$ cat src/rtl/spi_master_xfer_pkg.sv
// Shared definitions for the mode-3 SPI initiator: state encoding, SPI mode and default sizing.
package spi_master_xfer_pkg;

   typedef enum logic [2:0] {
      ST_IDLE,
      ST_SETUP,
      ST_LOW,
      ST_HIGH,
      ST_GAP
   } state_t;

   localparam bit SPI_CPOL = 1'b1;
   localparam bit SPI_CPHA = 1'b1;

   localparam int DEF_FRAME_BITS = 32;
   localparam int DEF_HALF_DIV   = 16;
   localparam int DEF_GAP_CYCLES = 16;

   // Counter width able to hold 0..n-1, never narrower than one bit.
   function automatic int width_of(input int n);
      return (n > 1) ? $clog2(n) : 1;
   endfunction

endpackage

$ cat src/rtl/spi_master_xfer_if.sv
// Host handshake plus SPI pins of the initiator, bundled for port connection.
interface spi_master_xfer_if
   import spi_master_xfer_pkg::*;
#(
   parameter int FRAME_BITS = DEF_FRAME_BITS
);
   logic                  start;
   logic [FRAME_BITS-1:0] tx_data;
   logic                  busy;
   logic                  done;
   logic [FRAME_BITS-1:0] rx_data;
   logic                  sck;
   logic                  ssel;
   logic                  mosi;
   logic                  miso;

   modport master (
      input  start, tx_data, miso,
      output busy, done, rx_data, sck, ssel, mosi
   );

   modport slave (
      output start, tx_data, miso,
      input  busy, done, rx_data, sck, ssel, mosi
   );

endinterface

$ cat src/rtl/spi_master_xfer_sync_2ff.sv
// Two-flop synchronizer for a single asynchronous input bit; clears to 0 on reset.
module sync_2ff (
   input  logic clk,
   input  logic rst_n,
   input  logic d,
   output logic q
);
   logic meta_reg;
   logic sync_reg;

   always_ff @(posedge clk or negedge rst_n) begin
      if (!rst_n) begin
         meta_reg <= 1'b0;
         sync_reg <= 1'b0;
      end else begin
         meta_reg <= d;
         sync_reg <= meta_reg;
      end
   end

   assign q = sync_reg;

endmodule

$ cat src/rtl/spi_master_xfer.sv
// Mode-3 SPI initiator: one FRAME_BITS word per SSEL-low frame, MSB first,
// with a start/busy/done host handshake. All SPI pins come straight from registers.
module spi_master_xfer
   import spi_master_xfer_pkg::*;
#(
   parameter int FRAME_BITS = DEF_FRAME_BITS,
   parameter int HALF_DIV   = DEF_HALF_DIV,
   parameter int GAP_CYCLES = DEF_GAP_CYCLES
) (
   input logic               clk,
   input logic               rst_n,
   spi_master_xfer_if.master bus
);
   localparam int HC_W = width_of(HALF_DIV);
   localparam int BC_W = width_of(FRAME_BITS + 1);
   localparam int GC_W = width_of(GAP_CYCLES + 1);

   state_t                state_reg, state_next;
   logic [HC_W-1:0]       hc_reg;
   logic [BC_W-1:0]       bitcnt_reg;
   logic [GC_W-1:0]       gc_reg;
   logic [FRAME_BITS-1:0] tx_shift_reg;
   logic [FRAME_BITS-1:0] rx_shift_reg;
   logic [FRAME_BITS-1:0] rx_data_reg;
   logic                  sck_reg, ssel_reg, mosi_reg, busy_reg, done_reg;
   logic                  miso_sync;
   logic                  half_end, last_bit, gap_end;

   sync_2ff u_miso_sync (
      .clk   (clk),
      .rst_n (rst_n),
      .d     (bus.miso),
      .q     (miso_sync)
   );

   assign half_end = (hc_reg == HC_W'(HALF_DIV - 1));
   assign last_bit = (bitcnt_reg == BC_W'(FRAME_BITS));
   // The gap state always spends one extra cycle committing rx_data, so GAP_CYCLES=0 still visits it.
   assign gap_end  = (gc_reg == GC_W'(GAP_CYCLES));

   always_comb begin
      state_next = state_reg;
      case (state_reg)
         ST_IDLE:  if (bus.start) state_next = ST_SETUP;
         ST_SETUP: if (half_end)  state_next = ST_LOW;
         ST_LOW:   if (half_end)  state_next = ST_HIGH;
         ST_HIGH:  if (half_end)  state_next = last_bit ? ST_GAP : ST_LOW;
         ST_GAP:   if (gap_end)   state_next = ST_IDLE;
         default:                 state_next = ST_IDLE;
      endcase
   end

   always_ff @(posedge clk or negedge rst_n) begin
      if (!rst_n) state_reg <= ST_IDLE;
      else        state_reg <= state_next;
   end

   always_ff @(posedge clk or negedge rst_n) begin
      if (!rst_n) begin
         hc_reg       <= '0;
         bitcnt_reg   <= '0;
         gc_reg       <= '0;
         tx_shift_reg <= '0;
         rx_shift_reg <= '0;
         rx_data_reg  <= '0;
         sck_reg      <= SPI_CPOL;
         ssel_reg     <= 1'b1;
         mosi_reg     <= 1'b0;
         busy_reg     <= 1'b0;
         done_reg     <= 1'b0;
      end else begin
         done_reg <= 1'b0;
         hc_reg   <= '0;
         gc_reg   <= '0;
         case (state_reg)
            ST_IDLE: begin
               if (bus.start) begin
                  // tx_shift holds the bits still to be driven, next one at the top.
                  tx_shift_reg <= bus.tx_data << 1;
                  mosi_reg     <= bus.tx_data[FRAME_BITS-1];
                  ssel_reg     <= 1'b0;
                  busy_reg     <= 1'b1;
                  bitcnt_reg   <= '0;
               end
            end
            ST_SETUP: begin
               hc_reg <= half_end ? '0 : hc_reg + HC_W'(1);
               if (half_end) sck_reg <= ~SPI_CPOL;
            end
            ST_LOW: begin
               hc_reg <= half_end ? '0 : hc_reg + HC_W'(1);
               if (half_end) begin
                  sck_reg      <= SPI_CPOL;
                  rx_shift_reg <= FRAME_BITS'({rx_shift_reg, miso_sync});
                  bitcnt_reg   <= bitcnt_reg + BC_W'(1);
               end
            end
            ST_HIGH: begin
               hc_reg <= half_end ? '0 : hc_reg + HC_W'(1);
               if (half_end) begin
                  if (!last_bit) begin
                     sck_reg      <= ~SPI_CPOL;
                     mosi_reg     <= tx_shift_reg[FRAME_BITS-1];
                     tx_shift_reg <= tx_shift_reg << 1;
                  end else begin
                     ssel_reg <= 1'b1;
                     mosi_reg <= 1'b0;
                  end
               end
            end
            ST_GAP: begin
               gc_reg <= gap_end ? '0 : gc_reg + GC_W'(1);
               if (gap_end) begin
                  rx_data_reg <= rx_shift_reg;
                  done_reg    <= 1'b1;
                  busy_reg    <= 1'b0;
               end
            end
            default: ;
         endcase
      end
   end

   assign bus.sck     = sck_reg;
   assign bus.ssel    = ssel_reg;
   assign bus.mosi    = mosi_reg;
   assign bus.busy    = busy_reg;
   assign bus.done    = done_reg;
   assign bus.rx_data = rx_data_reg;

endmodule

$ cat src/flat_wrapper.sv
// flat-port wrapper written by rule: the top's interface ports become plain ports
module spi_master_xfer_flat import spi_master_xfer_pkg::*;
#(
   parameter int FRAME_BITS = DEF_FRAME_BITS,
   parameter int HALF_DIV   = DEF_HALF_DIV,
   parameter int GAP_CYCLES = DEF_GAP_CYCLES
)
  (clk, rst_n, bus_start, bus_tx_data, bus_miso, bus_busy, bus_done, bus_rx_data, bus_sck, bus_ssel, bus_mosi);
  spi_master_xfer_if #(.FRAME_BITS(FRAME_BITS)) bus_i ();
  input logic clk;
  input logic rst_n;
  input wire logic [$bits(bus_i.start)-1:0] bus_start;
  input wire logic [$bits(bus_i.tx_data)-1:0] bus_tx_data;
  input wire logic [$bits(bus_i.miso)-1:0] bus_miso;
  output wire logic [$bits(bus_i.busy)-1:0] bus_busy;
  output wire logic [$bits(bus_i.done)-1:0] bus_done;
  output wire logic [$bits(bus_i.rx_data)-1:0] bus_rx_data;
  output wire logic [$bits(bus_i.sck)-1:0] bus_sck;
  output wire logic [$bits(bus_i.ssel)-1:0] bus_ssel;
  output wire logic [$bits(bus_i.mosi)-1:0] bus_mosi;
  assign bus_i.start = bus_start;
  assign bus_i.tx_data = bus_tx_data;
  assign bus_i.miso = bus_miso;
  assign bus_busy = bus_i.busy;
  assign bus_done = bus_i.done;
  assign bus_rx_data = bus_i.rx_data;
  assign bus_sck = bus_i.sck;
  assign bus_ssel = bus_i.ssel;
  assign bus_mosi = bus_i.mosi;
  spi_master_xfer #(.FRAME_BITS(FRAME_BITS), .HALF_DIV(HALF_DIV), .GAP_CYCLES(GAP_CYCLES)) u_core (.clk(clk), .rst_n(rst_n), .bus(bus_i));
endmodule
$ cat config.mk
export PLATFORM = sky130hd
export DESIGN_NAME = spi_master_xfer_flat
export DESIGN_NICKNAME = d
export VERILOG_FILES = /design/src/rtl/spi_master_xfer_pkg.sv /design/src/rtl/spi_master_xfer_if.sv /design/src/rtl/spi_master_xfer_sync_2ff.sv /design/src/rtl/spi_master_xfer.sv /design/src/flat_wrapper.sv
export SDC_FILE = /design/constraint.sdc
export NUM_CORES = 1
export LEC_CHECK = 0
export BUFFER_PORTS_ARGS = -buffer_cell sky130_fd_sc_hd__buf_2
export CAP_MARGIN = 20
export CORE_MARGIN = 3
export CORE_UTILIZATION = 45
export CTS_CLUSTER_DIAMETER = 200
export DETAILED_ROUTE_END_ITERATION = 10
export SLEW_MARGIN = 0
export SYNTH_ARGS = -nofsm -noshare
export SYNTH_HDL_FRONTEND = slang
export SYNTH_SLANG_ARGS = --single-unit
$ cat constraint.sdc
create_clock -name clk -period 4.7 [get_ports clk]
set_input_delay 0.705 -clock clk [delete_from_list [all_inputs] [get_ports clk]]
set_output_delay 0.705 -clock clk [all_outputs]
set_load 0.01 [all_outputs]
==> reports/summary.txt, run 1 <==
result of the run: complete, no violations
Fillers: 940
CP bufs+invs: 1
Worst EP arrival: 2920 ps
starting density of the core: 0.474
Max IR drop VDD: 0.000245 V
Chip Height: 114 um
clk slew on worst S/H paths: 50 ps
share of cells above drive strength 1: 0.410
CP max stage cell: o21ai_4
clk_lat worst skew: 400 ps
Compound-Gate Fraction of Synth Area: 0.0210
Yosys top cell by area: dfrtp_1
Hold Fails Final Rpt: 0
Routed Antenna Nets: 0
RR Startpoint: u_core.state_reg[2]
H-tree depth: 4
Worst Setup Start Kind: flip-flop
Setup TNS: 0 ps
setup violators final: 0
Tmin final: 2640 ps
Worst Tran Pin Value: 945 ps
P&R area growth vs syn: 19.4%
initial DRC count: 191
Ant. Diodes: 0
post-route clock period utilization: 0.561
Root Buffer: clkbuf_16
clock sink count: 120
synth unique cells: 42
placed cell area: 5720 um^2
number of global-route vias before repair: 3,233
total grt overflow: 0
CP max FO: 35
Req. time, crit path: 4980 ps
flops & latches, synth: 120
input/output buffers: 72
initial antenna violation count: 0
via count: 3,257
Reg2Reg Setup Slack: 2060 ps
vias per inst: 5.00
row cnt: 38
GP Congestion: 0.786
leakage power: 3.22 nW
critical path class: flip-flop to flip-flop
first-pass GRT wire length: 15,600 um
post-cts sizing count: 0
Ys Warns: 0
DRC Markers: 0
Slowest Stage Delay on Critical Path: 750 ps
CP startpoint: u_core.state_reg[2]
die area: 13,100 um^2
uppermost layer routed: met4
multiplexer share of the synthesized area: 0.222
post-route clock skew: 10.6 ps
hpwl dp: 6000 um
WL met2: 4110 um
Post-CTS Hold Buffers: 0
number of detailed-route iterations in the first pass: 4
metal3 WL: 371 um
Synth Area in Simple Gates: 0.124
register area share after synthesis: 0.568
area share of the largest cell type after synthesis: 0.558
critical path capture point type: flip-flop
Post-Synth XOR/XNOR Area: 0.0132
MaxCap Viol Count: 0
largest family of logic cells by synthesized area: multiplexers
met1 wire length: 4450 um
max-slew violation count: 0
nets: 542
fin area: 6320 um^2
io pins: 73
cells along the critical path: and3b_1 -> buf_4 -> nand2_1 -> o21ai_4 -> mux2_2
Mapped Cells: 423
worst hold path type: input port to async pin
syn avg cell area: 12.5 um^2
relative slew slack: 0.368
PwrDens: 545 nW/um^2
Fmax: 379 MHz
Tot Pwr: 3.45 mW
unrepaired setup endpoints after global routing: false
largest net degree at the start of global routing: 58
WL final: 9030 um
Post-CTS Repair Setup Buffers: 0
top post-synthesis cells by area: dfrtp_1 (56%), mux2_2 (14%), mux2_4 (7.9%)
Cell Area, Synth: 5300 um^2
Longest Clk Path Bufs: 2
CORE AREA: 11,200 um^2
Post-Syn Nets: 464
CTS tree: yes
Tot GR Track Use: 0.150
Adder-Cell Fraction of Synth Area: 0.0118
DR WL/cell: 13.8 um
width of the die: 114 um
Crit path max-delay family: compound AO/OA/AOI/OAI gates
cts bufs inserted: 17
[synthesized netlist by cell type]
| cell type | n |
|---|---|
| and3_1 | 2 |
| a21o_1 | 2 |
| nand4b_1 | 1 |
| nand2_1 | 8 |
| clkbuf_1 | 6 |
| mux2_4 | 28 |
| nand2_2 | 1 |
| o21ai_4 | 1 |
| nor4_1 | 2 |
| o22ai_1 | 1 |
| inv_1 | 11 |
| xnor2_1 | 6 |
| o21ai_0 | 3 |
| nor4_4 | 1 |
| nand3_1 | 9 |
| buf_8 | 1 |
| a22o_1 | 2 |
| nor4b_1 | 1 |
| buf_6 | 5 |
| nand4_1 | 1 |
| xor2_1 | 2 |
| dfstp_2 | 2 |
| nand3b_1 | 2 |
| nor2_2 | 1 |
| buf_12 | 2 |
| or2b_1 | 1 |
| nor3b_1 | 1 |
| and3b_1 | 1 |
| a31oi_1 | 1 |
| buf_4 | 4 |
| nor3_1 | 7 |
| nor2_1 | 105 |
| buf_2 | 2 |
| a21oi_1 | 5 |
| ha_1 | 5 |
| or3_1 | 2 |
| a32o_1 | 1 |
| dfrtp_1 | 118 |
| mux2_2 | 66 |
| or2_1 | 1 |
| nor2_4 | 1 |
| mux2_1 | 1 |
[worst paths after layout]
path / end / cells after the start
worst max-delay path: u_core.tx_shift_reg[5] / 5
worst min-delay path: u_core.bus.rx_data[21] / 1
worst max register to register: u_core.tx_shift_reg[5] / 5
worst min register to register: u_core.u_miso_sync.q / 0
max in group asynchronous: u_core.tx_shift_reg[7] / 2
min in group clk: u_core.u_miso_sync.q / 0
[layer usage]
layer	GRT usage	vias up
met2	0.223	69
met1	0.208	1601
met5	0	-
met3	0.0423	9
li1	-	1578
met4	0.0578	0
[where the power goes]
part           total [mW]  switching (mW)  leakage (nW)  internal (mW)
clock network        1.31           0.428         0.294          0.881
logic               0.741           0.386          1.36          0.356
registers            1.40           0.155          1.56           1.24
total                3.45           0.969          3.22           2.48
[layout make-up]
class	instances	area [um^2]	share of cell area
Timing Repair Buffer	79	423	0.0669
Clock inverter	8	120	0.0190
Sequential cell	120	3010	0.475
Tap cell	140	175	0.0277
Inverter	11	41.3	0.00653
Clock buffer	22	484	0.0766
Multi-Input combinational cell	272	2070	0.328
[cell families after synthesis]
logic type               after synthesis
AND/OR/NAND/NOR                      148
flip-flops                           120
multiplexers                          95
buffers and inverters                 31
AO/OA/AOI/OAI                         16
XOR/XNOR                               8
adder cells (fa/ha/maj)                5
[through the flow]
| stage | setup WS, ps | instances | utilization | hold WS (ps) |
|---|---|---|---|---|
| 2_1_floorplan | 2980 | 423 | - | 331 |
| 6_report | 2060 | 652 | 0.566 | 348 |
| 3_5_place_dp | 2040 | 622 | 0.512 | 337 |
| 3_3_place_gp | 2110 | 621 | 0.511 | 335 |
| 5_1_grt | 1860 | 652 | 0.566 | 361 |
| 4_1_cts | 2040 | 652 | 0.566 | 355 |
[cell usage in the layout (no fill, tap or decap), types with 3 or more instances in the layout]
master	count
buf_2	71
nand2_1	8
mux2_4	28
clkbuf_16	17
nor3_1	7
mux2_2	66
inv_1	11
nand3_1	9
o21ai_0	3
a21oi_1	5
clkbuf_8	4
nor2_1	105
buf_4	7
clkinv_2	3
bufinv_16	3
ha_1	5
dfrtp_1	118
xnor2_1	6
(Power assumes the default switching activity.)
==> inputs of run 2 (changes only) <==
Settings changed: PLACE_DENSITY from default to 0.67.
Clock period 4.7 ns to 2.35 ns, I/O delays scaled along.
==> reports/summary.txt, run 2 (same netlist as run 1, synthesis figures left out) <==
clock sink count: 120 (unchanged)
post-route clock skew: 9.78 ps (was 10.6 ps)
CP max stage cell: dfrtp_1 (was o21ai_4)
PwrDens: 1060 nW/um^2 (was 545 nW/um^2)
GP Congestion: 0.743 (was 0.786)
setup violators final: 0 (unchanged)
total grt overflow: 0 (unchanged)
critical path capture point type: flip-flop (unchanged)
Max IR drop VDD: 0.000539 V (was 0.000245 V)
WL final: 9110 um (was 9030 um)
critical path class: flip-flop to flip-flop (unchanged)
CORE AREA: 11,200 um^2 (unchanged)
Chip Height: 114 um (unchanged)
CP bufs+invs: 1 (unchanged)
Worst EP arrival: 2220 ps (was 2920 ps)
post-route clock period utilization: 0.829 (was 0.561)
max-slew violation count: 0 (unchanged)
cts bufs inserted: 17 (unchanged)
Req. time, crit path: 2630 ps (was 4980 ps)
Fillers: 912 (was 940)
via count: 3,342 (was 3,257)
Tmin final: 1950 ps (was 2640 ps)
nets: 547 (was 542)
Root Buffer: clkbuf_16 (unchanged)
DRC Markers: 0 (unchanged)
Worst Setup Start Kind: flip-flop (unchanged)
vias per inst: 5.08 (was 5.00)
Worst Tran Pin Value: 587 ps (was 945 ps)
worst hold path type: input port to flip-flop (was input port to async pin)
P&R area growth vs syn: 20.3% (was 19.4%)
Tot GR Track Use: 0.151 (was 0.150)
share of cells above drive strength 1: 0.417 (was 0.410)
largest net degree at the start of global routing: 45 (was 58)
Ant. Diodes: 0 (unchanged)
H-tree depth: 4 (unchanged)
number of detailed-route iterations in the first pass: 4 (unchanged)
cells along the critical path: ha_1 -> and3_1 -> nand2_1 -> o21ai_4 -> buf_12 -> mux2_2 (was and3b_1 -> buf_4 -> nand2_1 -> o21ai_4 -> mux2_2)
io pins: 73 (unchanged)
clk slew on worst S/H paths: 60 ps (was 50 ps)
first-pass GRT wire length: 16,100 um (was 15,600 um)
input/output buffers: 72 (unchanged)
post-cts sizing count: 0 (unchanged)
clk_lat worst skew: 400 ps (about the same)
starting density of the core: 0.474 (unchanged)
hpwl dp: 6040 um (was 6000 um)
die area: 13,100 um^2 (unchanged)
number of global-route vias before repair: 3,350 (was 3,233)
CTS tree: yes (unchanged)
leading cell types in the layout, fill and taps excluded: dfrtp_1 (118), nor2_1 (105), buf_2 (71) (unchanged)
Tot Pwr: 6.76 mW (was 3.45 mW)
Routed Antenna Nets: 0 (unchanged)
Crit path max-delay family: simple AND/OR/NAND/NOR gates (was compound AO/OA/AOI/OAI gates)
Fmax: 514 MHz (was 379 MHz)
Longest Clk Path Bufs: 2 (unchanged)
unrepaired setup endpoints after global routing: false (unchanged)
Setup TNS: 0 ps (unchanged)
initial DRC count: 107 (was 191)
Hold Fails Final Rpt: 0 (unchanged)
width of the die: 114 um (unchanged)
row cnt: 38 (unchanged)
relative slew slack: 0.603 (was 0.368)
Slowest Stage Delay on Critical Path: 390 ps (was 750 ps)
CP max FO: 31 (was 35)
MaxCap Viol Count: 0 (unchanged)
initial antenna violation count: 1 (was 0)
DR WL/cell: 13.8 um (about the same)
result of the run: complete, no violations (unchanged)
Post-CTS Repair Setup Buffers: 0 (unchanged)
most common cell after layout, fill and taps aside: dfrtp_1 (unchanged)
leakage power: 3.23 nW (was 3.22 nW)
run 2: metrics by stage:
step	utilization	setup WS [ps]	area, um^2	hold slack [ps]	std cells
after global routing	0.570	230	6370	51.1	658
after CTS	0.570	403	6370	53.7	658
after floorplan	-	631	5300	56.9	423
after global placement	0.518	444	5780	335	626
final	0.570	403	6370	68.0	658
after detailed placement	0.518	431	5780	348	626
run 2: worst register-to-register path, stage by stage (launching register included):
cell	delay, ps
dfrtp_1	390
ha_1	260
and3_1	280
nand2_1	140
o21ai_4	170
buf_12	210
mux2_2	370
run 2: layer usage:
| metal | up-vias | track usage | wire length (um) |
|---|---|---|---|
| met1 | 1653 | 0.209 | 4210 |
| met4 | 2 | 0.0451 | 72 |
| met5 | - | 0 | 13 |
| li1 | 1596 | - | - |
| met3 | 12 | 0.0492 | 614 |
| met2 | 79 | 0.227 | 4200 |
run 2: worst paths after layout:
check / slack (ps) / from / cells after the start / end
min in group asynchronous: 480 / rst_n / 2 / u_core.bus.done
max: 400 / u_core.hc_reg[0] / 6 / u_core.tx_shift_reg[4]
min reg2reg: 350 / u_core.u_miso_sync.meta_reg / 0 / u_core.u_miso_sync.q
max in group asynchronous: 1180 / rst_n / 3 / u_core.tx_shift_reg[3]
min: 70 / bus_miso / 1 / u_core.u_miso_sync.meta_reg
max reg2reg: 400 / u_core.hc_reg[0] / 6 / u_core.tx_shift_reg[4]
run 2: what timing repair did:
item,in CTS,in global routing
hold buffers,1,0
setup endpoints to repair,0,0
hold endpoints to repair,38,0
run 2: area by class of cell:
class / count / area [um^2] / area share
Clock buffer: 17 / 425 / 0.0668
Multi-Input combinational cell: 272 / 2080 / 0.326
Inverter: 11 / 41.3 / 0.00648
Clock inverter: 14 / 150 / 0.0236
Sequential cell: 120 / 3010 / 0.472
Timing Repair Buffer: 84 / 493 / 0.0774
Tap cell: 140 / 175 / 0.0275
run 2: where the power goes:
group          switching, mW  internal, mW
sequential             0.306          2.48
clock                  0.932          1.56
combinational          0.767         0.714
total                   2.01          4.76
